===== config.mk =====
export PLATFORM = sky130hd
export DESIGN_NAME = sram_freeze_controller
export DESIGN_NICKNAME = d
export VERILOG_FILES = /design/src/rtl/sram_freeze_controller_pkg.sv /design/src/rtl/sram_wait_counter.sv /design/src/rtl/sram_freeze_controller.sv
export SDC_FILE = /design/constraint.sdc
export NUM_CORES = 1
export LEC_CHECK = 0
export CAP_MARGIN = 15
export CORE_MARGIN = 2
export CORE_UTILIZATION = 44
export DETAILED_ROUTE_END_ITERATION = 12
export PLACE_DENSITY = 0.88
export SLEW_MARGIN = 10
export SYNTH_ARGS = -nofsm -noshare
export SYNTH_HDL_FRONTEND = slang
export SYNTH_HIERARCHICAL = 1
export SYNTH_SLANG_ARGS = --single-unit
export TNS_END_PERCENT = 5

===== constraint.sdc =====
create_clock -name clk -period 2.5 [get_ports clk]
set_clock_uncertainty 0.15 [all_clocks]
set_input_delay 0.375 -clock clk [delete_from_list [all_inputs] [get_ports clk]]
set_output_delay 0.375 -clock clk [all_outputs]
set_load 0.05 [all_outputs]

===== src/rtl/sram_freeze_controller_pkg.sv =====
// Shared definitions for the MEM-stage SRAM sequencer: FSM states and
// SRAM-side constants.
package sram_freeze_controller_pkg;

    typedef enum logic [1:0] {
        ST_IDLE = 2'd0,
        ST_LOW  = 2'd1,
        ST_HIGH = 2'd2,
        ST_DONE = 2'd3
    } state_t;

    localparam logic [31:0] DEFAULT_BASE_ADDR = 32'd1024;
    localparam int unsigned SRAM_DATA_W       = 16;

endpackage


===== src/rtl/sram_wait_counter.sv =====
// Per-phase wait counter: counts 0..WAIT_CYCLES-1 and flags the final count.
module sram_wait_counter #(
    parameter int unsigned WAIT_CYCLES = 2
) (
    input  logic       clk,
    input  logic       rst,
    input  logic       clear,
    input  logic       enable,
    output logic [3:0] count,
    output logic       terminal
);

    always_ff @(posedge clk) begin
        if (rst || clear) begin
            count <= '0;
        end else if (enable) begin
            count <= count + 4'd1;
        end
    end

    assign terminal = (count == 4'(WAIT_CYCLES - 1));

endmodule


===== src/rtl/sram_freeze_controller.sv =====
// Splits each 32-bit MEM-stage access into two half-word accesses on a 16-bit
// asynchronous SRAM, holding ready low for the duration of the access.
module sram_freeze_controller
    import sram_freeze_controller_pkg::*;
#(
    parameter int unsigned ADDR_W      = 18,
    parameter int unsigned WAIT_CYCLES = 2,
    parameter logic [31:0] BASE_ADDR   = DEFAULT_BASE_ADDR
) (
    input  logic                   clk,
    input  logic                   rst,
    input  logic                   read_en,
    input  logic                   write_en,
    input  logic [31:0]            address,
    input  logic [31:0]            write_data,
    output logic [31:0]            read_data,
    output logic                   ready,
    output logic [ADDR_W-1:0]      sram_addr,
    output logic [SRAM_DATA_W-1:0] sram_dq_out,
    input  logic [SRAM_DATA_W-1:0] sram_dq_in,
    output logic                   sram_dq_oe,
    output logic                   sram_we_n,
    output logic                   sram_oe_n
);

    state_t                 state;
    state_t                 state_next;
    logic                   req;
    logic                   start;
    logic                   in_phase;
    logic                   op_write;
    logic [SRAM_DATA_W-1:0] data_hi_q;
    logic [ADDR_W-2:0]      word_in;
    logic [ADDR_W-2:0]      word_q;
    logic [3:0]             count;
    logic                   terminal;
    logic                   cnt_clear;
    logic                   cnt_en;

    assign req     = read_en | write_en;
    assign word_in = (ADDR_W-1)'((address - BASE_ADDR) >> 2);

    sram_wait_counter #(
        .WAIT_CYCLES (WAIT_CYCLES)
    ) u_wait_counter (
        .clk      (clk),
        .rst      (rst),
        .clear    (cnt_clear),
        .enable   (cnt_en),
        .count    (count),
        .terminal (terminal)
    );

    always_ff @(posedge clk) begin
        if (rst) begin
            state <= ST_IDLE;
        end else begin
            state <= state_next;
        end
    end

    always_comb begin
        state_next = state;
        ready      = 1'b0;
        start      = 1'b0;
        cnt_en     = 1'b0;
        cnt_clear  = 1'b1;
        case (state)
            ST_IDLE: begin
                ready = ~req;
                if (req) begin
                    state_next = ST_LOW;
                    start      = 1'b1;
                end
            end
            ST_LOW: begin
                cnt_en    = 1'b1;
                cnt_clear = terminal;
                if (terminal) state_next = ST_HIGH;
            end
            ST_HIGH: begin
                cnt_en    = 1'b1;
                cnt_clear = terminal;
                if (terminal) state_next = ST_DONE;
            end
            ST_DONE: begin
                ready      = 1'b1;
                state_next = ST_IDLE;
            end
            default: state_next = ST_IDLE;
        endcase
    end

    // Write strobe releases on the final count so data is held past WE rising.
    always_comb begin
        in_phase   = (state == ST_LOW) || (state == ST_HIGH);
        sram_oe_n  = ~(in_phase & ~op_write);
        sram_dq_oe = in_phase & op_write;
        sram_we_n  = ~(in_phase & op_write & ~terminal);
    end

    always_ff @(posedge clk) begin
        if (rst) begin
            op_write    <= 1'b0;
            data_hi_q   <= '0;
            word_q      <= '0;
            read_data   <= '0;
            sram_addr   <= '0;
            sram_dq_out <= '0;
        end else begin
            if (start) begin
                op_write  <= write_en;
                data_hi_q <= write_data[31:16];
                word_q    <= word_in;
                sram_addr <= {word_in, 1'b0};
                if (write_en) sram_dq_out <= write_data[15:0];
            end
            if ((state == ST_LOW) && terminal) begin
                sram_addr <= {word_q, 1'b1};
                if (op_write) sram_dq_out <= data_hi_q;
                else          read_data[15:0] <= sram_dq_in;
            end
            if ((state == ST_HIGH) && terminal && !op_write) begin
                read_data[31:16] <= sram_dq_in;
            end
        end
    end

endmodule


==> impl_metrics.csv <==
group,metric,value,unit
run_status,status,"completed",
placed_design,port_buffers,138,
sta,rsz0062_at_grt,"no",
power,p_clk_frac,0.189,
detailed_routing,final_antenna_net_count,0,
detailed_routing,viasPerCell,5.334,
setup_path,crit_path_end_kind,"primary output",
sta,fin_hold_ws,294.5,ps
die,pin_count,154,
global_routing,use_met1,0.2571,
final_layout,drive_gt1_frac,0.07198,
detailed_routing,vias,4171,
setup_path,worst_setup_path_start_kind,"flip-flop",
detailed_routing,drtIter0Drc,178,
die,die_area,0.01043,sq mm
synthesis,yosys.area.top_type,"dfxtp_1",
power,vdd_drop_max,0.7502,mV
detailed_routing,avgRoutedWirePerCell,15.09,microns
sta,tightest_slew,659.6,ps
detailed_routing,drt_pass1_iterations,5,
die,start_util,0.4562,
clocking,post_cts_resize_count,0,
power,p_leak,2.165,nW
sta,fin_crit_sh,0.9241,
synthesis,yosysTopAreaCellShare,0.5010,
synthesis,syn_nets,612,
clocking,cts_hold_buf,0,
sta,report.final.slew_viol_count,0,
placed_design,gp_congestion,0.8512,
clocking,cts_htree_levels,3,
setup_path,path_max_fanout,12,
setup_path,critical-path-max-stage-delay,530,ps
final_layout,diodes,0,
setup_path,cp_slowest_cell,"ha_1",
setup_path,required,1980,ps
clocking,ctsRootBufferMaster,"clkbuf_8",
clocking,clock_latency,360,ps
global_routing,grt_pass1_wl,18.49,mm
synthesis,synth_area_leaders,"dfxtp_1 (50%), nand2_1 (13%), a21oi_1 (7.9%)",
global_routing,grt_max_degree,49,
sta,fin_crit,2310,ps
die,rows,35,
sta,slew_headroom,0.5603,
power,switchingPower,2.429,mW
die,core,0.009284,sq mm
power,p_int,3.443,mW
clocking,cts.sinks,106,
clocking,postCtsSetupRepairBufs,0,
synthesis,syn_area,0.004235,sq mm
setup_path,r2r_cells,6,
global_routing,gr-total-overflow,0,
sta,max_freq,432.9,MHz
synthesis,ys_seq_area_frac,0.5010,
placed_design,detailed_place_hpwl,8.486,mm
power,p_per_area,986.3,mW/mm^2
global_routing,use_met3,0.03420,
setup_path,cp_cell_sequence,"inv_1 > ha_1 > nand3b_1 > buf_12",
power,finalPower,5.872,mW
final_layout,area_delta_synth_final,40.56,%
synthesis,yosysWarnings,6,
power,power.share.sequential,0.378,
power,p_sw_frac,0.4137,
synthesis,ys_types,44,
flow_run,drv_cap,0,
setup_path,worstPathArrival,1790,ps
power,combPwrFrac,0.433,
detailed_routing,drc,0,
global_routing,grt_busiest_layer,"met2",
global_routing,track_usage,0.2228,
synthesis,ys_ff_latch,106,
global_routing,met2_usage,0.4084,
placed_design,dpl_worst_slack,245.8,ps
synthesis,synthCells,521,
sta,tns,0,ps
clocking,cts_tree,"built",
setup_path,critPathKind,"flip-flop to primary output",
detailed_routing,wl,11.80,mm
synthesis,synth_area_per_cell,8.129,sq um
clocking,cts_buffers,9,
global_routing,grt_pass1_vias,4090,
sta,hold_viol,0,
sta,fin_ws,189.9,ps
sta,finalSetupViolCount,0,
die,fp.dieH,102.1,microns
final_layout,nets,739,
clocking,clock_path_buffers,2,
final_layout,final_util,0.6412,
clocking,clk_pin_slew_worst_paths,100,ps
global_routing,antenna_found_initial,0,
die,die_w,102.1,microns
min_path,hp-class,"primary input to flip-flop",
min_path,whs_path_depth,2,
metal layers:
layer / part of all wire / routed length [microns]
met1: 0.42 / 5007
met2: 0.51 / 5963
met3: 0.045 / 527
met4: 0.026 / 307
met5: 0 / 0
worst paths after layout:
| path | from | to | slack [ps] |
|---|---|---|---|
| worst max register to register | u_wait_counter/count[0] | sram_dq_out[14] | 350 |
| worst max-delay path | state[1] | sram_we_n | 190 |
| worst min register to register | word_q[10] | sram_addr[11] | 310 |
| worst min-delay path | rst | word_q[10] | 290 |
critical path: cells and delay by family, from the launching register on:
family	cells	cell delay, ps
adder cells (fa/ha/maj)	1	530
buffers and inverters	2	280
flip-flops	1	410
AND/OR/NAND/NOR	1	200
state kept, by name, indices dropped and copies added, names as in the netlist:
| name | count |
|---|---|
| data_hi_q | 16 |
| read_data | 32 |
| word_q | 17 |
| state | 2 |
| u_wait_counter/count | 4 |
| op_write | 1 |
| sram_dq_out | 16 |
| sram_addr | 18 |
metrics by stage:
step           cells  cell area (sq um)
6_report         782               5953
5_1_grt          782               5953
4_1_cts          782               5953
3_5_place_dp     766               5742
3_3_place_gp     766               5742
2_1_floorplan    521               4235
layout by cell type (no fill, tap or decap), types with 3 or more instances in the layout:
| master | count |
|---|---|
| nor2_1 | 32 |
| dfxtp_1 | 106 |
| nand2b_1 | 3 |
| clkbuf_8 | 11 |
| nand2_1 | 149 |
| buf_4 | 18 |
| o21ai_0 | 20 |
| ha_1 | 7 |
| clkdlybuf4s50_1 | 133 |
| nor3b_1 | 3 |
| a311oi_1 | 16 |
| a21oi_1 | 67 |
| o211ai_1 | 3 |
| xnor2_1 | 5 |
| a211oi_1 | 3 |
| nand3_1 | 18 |
| inv_1 | 10 |
| a31oi_1 | 10 |
power by group through the flow:
stage	clock network [mW]	logic (mW)	registers, mW
6_report	1.11	2.55	2.22
5_1_grt	1.19	2.73	2.25
4_1_cts	1.12	2.54	2.21
3_5_place_dp	0	2.52	2.24
3_3_place_gp	0	2.43	2.23
2_1_floorplan	0	1.14	2.75
logic make-up (layout without fill, tap and decap cells):
group / count (synthesis) / after routing / synth area share
fa+ha+maj: 7 / 7 / 0.02068
flops: 106 / 106 / 0.5010
mux: 2 / 2 / 0.005022
buf+inv: 48 / 180 / 0.04993
compound gates: 132 / 132 / 0.1873
simple gates: 221 / 221 / 0.2257
xor+xnor: 5 / 5 / 0.01034
area by class of cell:
type / count / area, sq um
clock buffer: 11 / 151.4
clock inverter: 5 / 60.06
fill: 795 / 3331
inverter: 10 / 37.54
multi-input combinational: 367 / 1909
sequential: 106 / 2122
tap: 129 / 161.4
timing repair buffer: 154 / 1511
cell usage after synthesis:
cell type,number
o31a_1,1
a31oi_1,10
o21ai_0,20
buf_2,18
nand2b_1,3
clkbuf_1,17
o21ai_1,1
a21bo_2,2
nand2_2,1
a21o_2,1
mux2i_1,1
inv_1,10
nand2_1,149
nor4_1,1
ha_1,7
nor2_2,1
and4bb_1,1
or2_2,1
nand4_1,1
a221oi_1,1
mux2_1,1
or2_1,1
o21ai_2,1
nor3b_1,3
nor2_1,32
o21a_1,1
a21oi_1,67
a311oi_1,16
nand3b_1,2
nor4b_4,1
nor4_4,1
and2_1,2
xnor2_1,5
o21bai_1,1
clkbuf_2,1
nand3_1,18
nor3_1,2
a211oi_1,3
dfxtp_1,106
o221ai_1,2
buf_4,2
o32ai_1,2
nor3b_2,1
o211ai_1,3
Power figures use the tool's default switching activity.
==> patch, RTL diff (same flow settings) <==
The parameter `ADDR_W` goes from 18 to 9.
--- a/src/rtl/sram_freeze_controller.sv
+++ b/src/rtl/sram_freeze_controller.sv
@@ -4,5 +4,5 @@
     import sram_freeze_controller_pkg::*;
 #(
-    parameter int unsigned ADDR_W      = 18,
+    parameter int unsigned ADDR_W      = 9,
     parameter int unsigned WAIT_CYCLES = 2,
     parameter logic [31:0] BASE_ADDR   = DEFAULT_BASE_ADDR
Ports: changed (resized sram_addr); port bits go from 154 to 145. No check against the original RTL was run, so the function may have changed too.
==> patch against the original RTL <==
  * Register-to-register slack got worse by 0.04 ns
  * Synthesized area shrank 17%
  * Sequential cell count is 18 lower
  * Wire length down 22%
  * Total power fell by 19%
  * Worst setup slack better by 0.0076 ns
  * Design area shrank 16%
  * Global-route usage shrank 0.94 points
  * Utilization is 0.45 points higher
  * Largest power group unchanged
  * Highest routed layer unchanged
==> patch: results (changes against the original RTL) <==
[placed_design]
dp_hpwl_um = 6540  ; -23%
place_area_um2 = 4770  ; -17%
pre_cts_ws_ns = 0.342  ; +0.0964 ns
portBuffers = 120  ; -13%
gp_congestion = 0.774  ; -9.1%

[detailed_routing]
drt-pass1-iter-count = 4  ; -1
wl_um = 9260  ; -22%
via_per_inst = 5.20  ; -2.5%
drt-initial-drc-count = 100  ; -44%

[logic_synthesis]
syn_area_per_cell_um2 = 8.23  ; +1.3%
synthDistinctLibCells = 35  ; -20%
ys_warn_count = 6  ; unchanged
ys_seq_area_share_pct = 50.1  ; about the same
synthTopCellsByArea = dfxtp_1 50%, nand2_1 15%, a21oi_1 8.4%
synthesis.nets = 519  ; -15%

[final_layout]
nNetsFinal = 627  ; -15%
top_regs = read_data: 32 flops, data_hi_q: 16 flops, sram_dq_out: 16 flops
drive_above_1_share_pct = 7.04  ; -0.16 points

[global_route]
grt_max_degree = 35  ; -29%
grt_util_all_layers_pct = 21.3  ; -0.94 points
grt_pass1_vias = 3261  ; -20%
grt_pass1_wl_um = 14800  ; -20%

[worst_hold_path]
min_from = sram_addr[0]$_SDFFE_PP0P_
hp-class = register to register

[clock_network]
clk_latency_ns = 0.33  ; -0.03 ns
clk_pin_slew_ns = 0.08  ; -0.02 ns

[outcome]
status = finished clean

[timing]
slew_headroom_pct = 53.6  ; -2.4 points

[power_and_ir_drop]
switching_share_pct = 38.8  ; -2.6 points
power.leakage_nw = 1.82  ; -16%

[critical_path]
r2r_start = state[0]$_SDFFE_PP0P_

==> patch: power by group through the flow <==
stage / clock, mW / combinational, mW / sequential, mW
2_1_floorplan: 0 / 0.979 / 2.13
3_3_place_gp: 0 / 1.88 / 1.79
3_5_place_dp: 0 / 1.94 / 1.80
4_1_cts: 1.09 / 1.95 / 1.77
5_1_grt: 1.13 / 2.08 / 1.80
6_report: 1.05 / 1.93 / 1.77
==> patch: through the flow <==
step / std cells / hold WS [ns]
floorplan: 427 / 0.287
global placement: 626 / 0.292
detailed placement: 626 / 0.297
CTS: 642 / 0.309
global route: 642 / 0.326
finish: 642 / 0.305
==> patch: cell families after synthesis <==
kind of cell / Yosys count / share of synthesized area [%]
and+or+nand+nor: 203 / 24.1
AOI/OAI and AO/OA: 92 / 17.4
DFF: 88 / 50.1
buffers and inverters: 34 / 5.02
adders and majority gates: 8 / 2.85
xor gates and xnor gates: 1 / 0.249
muxes: 1 / 0.320
==> patch: worst paths after layout <==
kind                            slack (ns)                         to  cells after the start
worst max-delay path                  0.20                  sram_we_n                      4
worst min-delay path                  0.31  sram_addr[0]$_SDFFE_PP0P_                      2
worst max register to register        0.31  sram_addr[2]$_SDFFE_PP0P_                      6
worst min register to register        0.31  sram_addr[0]$_SDFFE_PP0P_                      2
==> patch: cell type report <==
cell class                 instances  area [um^2]
tap                              102          128
sequential                        88         1760
fill                             636         2740
timing repair buffer             127         1290
clock buffer                      10          138
clock inverter                     6         82.6
multi-input combinational        305         1580
inverter                           4         15.0
==> patch: worst register-to-register path: stages, from the launching register on <==
cell	delay, ns
dfxtp_1	0.35
inv_1	0.13
ha_1	0.20
buf_4	0.27
o21a_2	0.53
nand2_1	0.18
a311oi_2	0.28
==> patch: per-layer routing <==
metal / part of all wire, % / global-route usage (%) / up-vias / wire, um
li1: - / - / 1650 / -
met1: 41 / 25.5 / 1559 / 3830
met2: 49 / 36.6 / 123 / 4560
met3: 8.5 / 6.12 / 8 / 787
met4: 0.81 / 7.35 / 0 / 75
met5: 0 / 0 / - / 0
